--- src/rtl/bram_vector_writer.sv ---
`default_nettype none
// ============================================================================
//  Module   : bram_vector_writer
//  Brief    : Latches a packed vector of NUM_ELEMS W-bit elements and streams
//             it, one element per cycle, into consecutive BRAM addresses
//             starting at BASE_ADDR. All BRAM-facing outputs are registered.
//  Option   : `define BRAM_WRITER_VERIFY_EN adds a read-back pass after the
//             writes that compares every element and raises verify_err.
//  Revision : 1.0 - initial release
// ============================================================================
module bram_vector_writer #(
  parameter int NUM_ELEMS  = 8,
  parameter int W          = 8,
  parameter int ADDR_WIDTH = 18,
  parameter int BASE_ADDR  = 147480
) (
  input  logic                    clk,
  input  logic                    rst_n,
  input  logic                    start,
  input  logic [NUM_ELEMS*W-1:0]  data_in,
  output logic                    bram_en,
  output logic                    bram_wen,
  output logic                    bram_ren,
  output logic [ADDR_WIDTH-1:0]   bram_addr,
  output logic [W-1:0]            bram_din,
  input  logic [W-1:0]            bram_dout,
  output logic                    busy,
  output logic                    done,
  output logic                    verify_err
);

  // Counter is at least one bit wide so NUM_ELEMS=1 still elaborates.
  localparam int                     C_CNT_W      = (NUM_ELEMS > 1) ? $clog2(NUM_ELEMS) : 1;
  localparam int                     C_ELEM_SLOTS = 1 << C_CNT_W;
  localparam logic [ADDR_WIDTH-1:0]  C_BASE       = ADDR_WIDTH'(BASE_ADDR);
  localparam logic [C_CNT_W-1:0]     C_LAST       = C_CNT_W'(NUM_ELEMS - 1);
  localparam logic [C_CNT_W-1:0]     C_ONE        = C_CNT_W'(1);

  // FINISH is the one-cycle hand-off between the last BRAM access and done.
`ifdef BRAM_WRITER_VERIFY_EN
  typedef enum logic [2:0] {
    S_IDLE   = 3'd0,
    S_WRITE  = 3'd1,
    S_FINISH = 3'd2,
    S_DONE   = 3'd3,
    S_VERIFY = 3'd4,
    S_DRAIN  = 3'd5
  } state_t;
`else
  typedef enum logic [2:0] {
    S_IDLE   = 3'd0,
    S_WRITE  = 3'd1,
    S_FINISH = 3'd2,
    S_DONE   = 3'd3
  } state_t;
`endif

  state_t                   r_state, w_state;
  logic [C_CNT_W-1:0]       r_cnt, w_cnt, w_cnt_inc;
  logic [NUM_ELEMS*W-1:0]   r_shadow;
  logic                     w_shadow_load;
  logic                     r_en, w_en;
  logic                     r_wen, w_wen;
  logic [ADDR_WIDTH-1:0]    r_addr, w_addr;
  logic [W-1:0]             r_din, w_din;
  logic                     r_busy, w_busy;
  logic                     r_done, w_done;
  logic [W-1:0]             w_elem [C_ELEM_SLOTS];

  // Element view of the shadow vector, padded to a power of two so the
  // counter can index it directly without range issues.
  generate
    for (genvar gi = 0; gi < C_ELEM_SLOTS; gi++) begin : g_elem
      if (gi < NUM_ELEMS) begin : g_live
        assign w_elem[gi] = r_shadow[gi*W +: W];
      end else begin : g_pad
        assign w_elem[gi] = '0;
      end
    end
  endgenerate

  assign w_cnt_inc = r_cnt + C_ONE;

`ifdef BRAM_WRITER_VERIFY_EN
  logic                r_ren, w_ren;
  logic                w_verr_clr;
  logic                r_verr;
  logic                r_tag0_vld, r_tag1_vld;
  logic [C_CNT_W-1:0]  r_tag0_idx, r_tag1_idx;
  logic                w_mismatch;
`endif

  // State register.
  always_ff @(posedge clk or negedge rst_n) begin
    if (!rst_n) begin
      r_state <= S_IDLE;
    end else begin
      r_state <= w_state;
    end
  end

  // Next-state decode plus next values of every registered BRAM output.
  always_comb begin
    w_state       = r_state;
    w_cnt         = r_cnt;
    w_shadow_load = 1'b0;
    w_en          = 1'b0;
    w_wen         = 1'b0;
    w_addr        = r_addr;
    w_din         = r_din;
    w_busy        = r_busy;
    w_done        = r_done;
`ifdef BRAM_WRITER_VERIFY_EN
    w_ren         = 1'b0;
    w_verr_clr    = 1'b0;
`endif
    case (r_state)
      S_IDLE, S_DONE: begin
        if (start) begin
          // Element 0 goes out straight from data_in because the shadow
          // register is loaded on this same edge.
          w_state       = S_WRITE;
          w_cnt         = '0;
          w_shadow_load = 1'b1;
          w_en          = 1'b1;
          w_wen         = 1'b1;
          w_addr        = C_BASE;
          w_din         = data_in[W-1:0];
          w_busy        = 1'b1;
          w_done        = 1'b0;
`ifdef BRAM_WRITER_VERIFY_EN
          w_verr_clr    = 1'b1;
`endif
        end
      end
      S_WRITE: begin
        if (r_cnt == C_LAST) begin
`ifdef BRAM_WRITER_VERIFY_EN
          w_state = S_VERIFY;
          w_cnt   = '0;
          w_en    = 1'b1;
          w_ren   = 1'b1;
          w_addr  = C_BASE;
`else
          w_state = S_FINISH;
`endif
        end else begin
          w_cnt  = w_cnt_inc;
          w_en   = 1'b1;
          w_wen  = 1'b1;
          w_addr = r_addr + ADDR_WIDTH'(1);
          w_din  = w_elem[w_cnt_inc];
        end
      end
`ifdef BRAM_WRITER_VERIFY_EN
      S_VERIFY: begin
        if (r_cnt == C_LAST) begin
          w_state = S_DRAIN;
          w_cnt   = '0;
        end else begin
          w_cnt  = w_cnt_inc;
          w_en   = 1'b1;
          w_ren  = 1'b1;
          w_addr = r_addr + ADDR_WIDTH'(1);
        end
      end
      S_DRAIN: begin
        // Two cycles let the final read return and be compared.
        if (r_cnt == C_ONE) begin
          w_state = S_FINISH;
        end else begin
          w_cnt = w_cnt_inc;
        end
      end
`endif
      S_FINISH: begin
        w_state = S_DONE;
        w_busy  = 1'b0;
        w_done  = 1'b1;
      end
      default: begin
        w_state = S_IDLE;
        w_busy  = 1'b0;
        w_done  = 1'b0;
      end
    endcase
  end

  // Datapath and registered outputs.
  always_ff @(posedge clk or negedge rst_n) begin
    if (!rst_n) begin
      r_cnt    <= '0;
      r_shadow <= '0;
      r_en     <= 1'b0;
      r_wen    <= 1'b0;
      r_addr   <= C_BASE;
      r_din    <= '0;
      r_busy   <= 1'b0;
      r_done   <= 1'b0;
    end else begin
      r_cnt  <= w_cnt;
      r_en   <= w_en;
      r_wen  <= w_wen;
      r_addr <= w_addr;
      r_din  <= w_din;
      r_busy <= w_busy;
      r_done <= w_done;
      if (w_shadow_load) begin
        r_shadow <= data_in;
      end
    end
  end

  assign bram_en   = r_en;
  assign bram_wen  = r_wen;
  assign bram_addr = r_addr;
  assign bram_din  = r_din;
  assign busy      = r_busy;
  assign done      = r_done;

`ifdef BRAM_WRITER_VERIFY_EN
  // Read data for the element presented in cycle c is sampled two stages
  // later, so the tag rides a two-deep pipeline alongside it.
  assign w_mismatch = r_tag1_vld && (bram_dout != w_elem[r_tag1_idx]);

  // Read-enable register, tag pipeline and sticky mismatch flag.
  always_ff @(posedge clk or negedge rst_n) begin
    if (!rst_n) begin
      r_ren      <= 1'b0;
      r_tag0_vld <= 1'b0;
      r_tag0_idx <= '0;
      r_tag1_vld <= 1'b0;
      r_tag1_idx <= '0;
      r_verr     <= 1'b0;
    end else begin
      r_ren      <= w_ren;
      r_tag0_vld <= r_ren;
      r_tag0_idx <= r_cnt;
      r_tag1_vld <= r_tag0_vld;
      r_tag1_idx <= r_tag0_idx;
      if (w_verr_clr) begin
        r_verr <= 1'b0;
      end else if (w_mismatch) begin
        r_verr <= 1'b1;
      end
    end
  end

  assign bram_ren   = r_ren;
  assign verify_err = r_verr;
`else
  assign bram_ren   = 1'b0;
  assign verify_err = 1'b0;

  // Read data has no consumer without the verify pass.
  logic w_unused_dout;
  assign w_unused_dout = ^bram_dout;
`endif

endmodule
`default_nettype wire
--- config.mk ---
export PLATFORM = sky130hd
export DESIGN_NAME = bram_vector_writer
export DESIGN_NICKNAME = d
export VERILOG_FILES = /design/src/rtl/bram_vector_writer.sv
export SDC_FILE = /design/constraint.sdc
export NUM_CORES = 1
export LEC_CHECK = 0
export CORE_MARGIN = 2
export CORE_UTILIZATION = 45
export CTS_CLUSTER_DIAMETER = 50
export DETAILED_ROUTE_END_ITERATION = 6
export GPL_TIMING_DRIVEN = 0
export HOLD_SLACK_MARGIN = 0.02
export PLACE_DENSITY = 0.73
export SYNTH_ARGS = -nofsm -noshare
export SYNTH_HDL_FRONTEND = slang
export SYNTH_SLANG_ARGS = --single-unit
export TNS_END_PERCENT = 100
--- constraint.sdc ---
create_clock -name clk -period 6.2 [get_ports clk]
set_input_delay 1.55 -clock clk [delete_from_list [all_inputs] [get_ports clk]]
set_output_delay 1.55 -clock clk [all_outputs]
set_load 0.05 [all_outputs]
==> qor.yml <==
run_status: "complete, no violations"
htreeDepth: 3
post-synth-top-area-fraction: 0.503
global_route.usage.total: 0.201
worstPathCellList: "clkdlybuf4s50_1"
port_buffers: 95
regArea_um2: 2460
total_area_of_multi_input_combinational_cells_um2: 2090
switching_power_mw: 1.13
internal_power_mw: 1.90
dieArea_um2: 11200
required_ns: 4.65
power_frac_comb: 0.485
syn-cell-area_um2: 4680
number_of_enable_flip_flop_cells_after_synthesis: 0
worst_hold_slack_ns: 0.507
grt_setup_unrepaired: "no"
max-vdd-ir-drop_mv: 0.215
worst_setup_path_end_kind: "primary output"
timing.critical_path.buf_inv: 1
synth_seq_cells: 98
row_count: 37
max_slew.worst_pin.slew_ns: 0.799
core_area_um2: 10200
route.antenna.remaining_nets: 0
synth.top_cells.by_count: "94 x sky130_fd_sc_hd__dfrtp_1, 66 x sky130_fd_sc_hd__mux2_2, 22 x sky130_fd_sc_hd__nor2_1, 19 x sky130_fd_sc_hd__nand2_1, 17 x sky130_fd_sc_hd__mux2i_1"
power_density_relative_to_cell_area_nw_per_um2: 500
worst_setup_hold_path_clk_slew_ns: 0.09
critical-path-top-delay-family: "buffers and inverters"
grt.overflow.total: 0
timing.hold.worst.class: "register to register"
first_global_vias: 3561
critical_path.reg2reg.startpoint: "r_state[0]"
hpwlAfterDp_um: 7900
die-width_um: 106
synth.area.top_cells: "sky130_fd_sc_hd__dfrtp_1 50%, sky130_fd_sc_hd__mux2_2 16%, sky130_fd_sc_hd__mux4_2 3.9%"
place.gp.congestion: 0.793
fin_crit_ns: 3.32
critical_hold_path_startpoint: "r_shadow[20]"
final_cell_count_no_fill: 623
min_period_over_period: 0.536
cts-root-buf: "sky130_fd_sc_hd__clkbuf_8"
clkPwrFrac: 0.162
fin_skew_ns: 0.00652
synth_area_per_cell_um2: 12.5
fmax_ghz: 0.301
drtPass1Iterations: 4
groute.layer.met3.usage: 0.0399
netSwitchingFraction: 0.373
drt_drc_violations_left: 0
io_pins: 107
finalMaxSlewViolations: 0
synth_top_area_cell: "sky130_fd_sc_hd__dfrtp_1"
critPathLaunch: "bram_addr[3]"
cts.sinks: 98
area_growth_pct: 29.7
p_leak_nw: 2.50
synth_seq_area_share: 0.526
fin_area_um2: 6070
first_iter_violations: 170
grt_busiest_layer: "met2"
synth_warnings: 0
pin_count_of_the_biggest_net_entering_global_routing: 59
post_synth_inst_count: 374
synth.distinct_cells: 46
wl_per_cell_um: 17.0
post_drt_via_cell_ratio: 5.50
grtUsageMet2: 0.340
post_cts_resized: 0
criticalPathCategory: "register to primary output"
timing.final.setup_violations: 0
cts_setup_buffers: 0
cell_count_post_placement: 607
critPathArrivalTime_ns: 1.77
grt_pass1_wl_um: 17700
fp.dieH_um: 106
clockBufferDepth: 2
grt_antenna_before_repair: 0
critical_path.startpoint_type: "register"
fin_util: 0.596
tightest_slew_margin_relative_to_the_limit: 0.468
dpl_cell_area_um2: 5830
post-synth-top-count-cell: "sky130_fd_sc_hd__dfrtp_1"
yosys_most_used_dff: "sky130_fd_sc_hd__dfrtp_1"
total_number_of_nets_in_the_final_design: 563
final-hold-violation-count: 0
detailroute.via_count: 3425
worstSkewPairLatency_ns: 0.37
timing.critical_path.slowest_cell_delay_ns: 0.81
use_met1: 0.257
max_cap_violations: 0
n_antenna_cell: 0
crit_fanout: 6
tritoncts: "yes"
numCtsBuffers: 9
crit_slowest_cell: "sky130_fd_sc_hd__clkdlybuf4s50_1"
layout-drive-gt1-share: 0.238
totalWireLength_um: 10600
fill_cells: 873
p_seq_frac: 0.353
start_util: 0.459
ctsHoldBuffers: 0
async_flop_share: 1.00
==> power by group through the flow <==
stage               sequential, mW  clock, mW  combinational, mW
global placement              1.07          0               1.44
global route                  1.10      0.529               1.59
floorplan                     1.19          0              0.954
CTS                           1.07      0.503               1.48
detailed placement            1.09          0               1.48
finish                        1.07      0.492               1.47
==> through the flow <==
step                setup WS, ns  setup TNS (ns)  total power, mW
floorplan                   3.42               0             2.14
global placement         -0.0720           -6.37             2.51
detailed placement          2.98               0             2.56
CTS                         2.87               0             3.06
global route                2.84               0             3.22
finish                      2.88               0             3.03
==> layer usage <==
| layer | wire length [um] | up-vias |
|---|---|---|
| met2 | 5340 | 106 |
| met5 | 0 | - |
| met3 | 560 | 12 |
| li1 | - | 1581 |
| met1 | 4600 | 1726 |
| met4 | 93 | 0 |
==> cell families (layout without fill, tap and decap cells) <==
kind of cell	after synthesis	count (layout)	share of synthesized area
adders and majority gates	6	6	0.0161
and+or+nand+nor	87	87	0.102
buffers and inverters	28	140	0.0278
AOI/OAI and AO/OA	57	57	0.0824
xor gates and xnor gates	6	6	0.0112
other	1	2	0.000802
muxes	91	91	0.234
DFF	98	98	0.526
==> placed cells by master (no fill, tap or decap), drive strengths merged, types with 5 or more instances in the layout <==
| cell | netlist | final |
|---|---|---|
| a21oi | 10 | 10 |
| a22o | 5 | 5 |
| buf | 14 | 16 |
| clkbuf | 9 | 18 |
| clkdlybuf4s50 | 0 | 94 |
| dfrtp | 94 | 94 |
| ha | 6 | 6 |
| inv | 5 | 6 |
| mux2 | 66 | 66 |
| mux2i | 17 | 17 |
| mux4 | 8 | 8 |
| nand2 | 19 | 19 |
| nand3 | 6 | 6 |
| nand4 | 8 | 8 |
| nor2 | 22 | 22 |
| o211ai | 5 | 5 |
| o21ai | 13 | 13 |
| o22a | 5 | 5 |
| or3 | 5 | 5 |
| or4 | 5 | 5 |
| xor2 | 5 | 5 |
==> final timing paths <==
kind / to / slack [ns] / depth (start not counted)
min in group asynchronous: bram_addr[10] / 1.15 / 1
worst max register to register: r_shadow[4] / 3.83 / 7
worst min-delay path: r_shadow[20] / 0.51 / 1
worst max-delay path: bram_addr[3] / 2.88 / 1
max in group asynchronous: r_shadow[60] / 4.38 / 2
worst min register to register: r_shadow[20] / 0.51 / 1
==> registers in the layout, indices dropped and copies added (netlist names) <==
register   flops
r_cnt          3
done           1
bram_wen       1
bram_addr     18
r_shadow      64
busy           1
bram_din       8
r_state        2
==> layout make-up <==
| type | count | share of cell area |
|---|---|---|
| well taps | 136 | 0.0281 |
| flip-flops and latches | 98 | 0.405 |
| repair buffers | 96 | 0.161 |
| plain buffers | 23 | 0.0184 |
| clock buffers | 9 | 0.0204 |
| multi-input cells | 249 | 0.345 |
| inverters | 5 | 0.00309 |
| clock inverters | 7 | 0.0192 |
No activity file was read; power rests on OpenSTA's default activity.
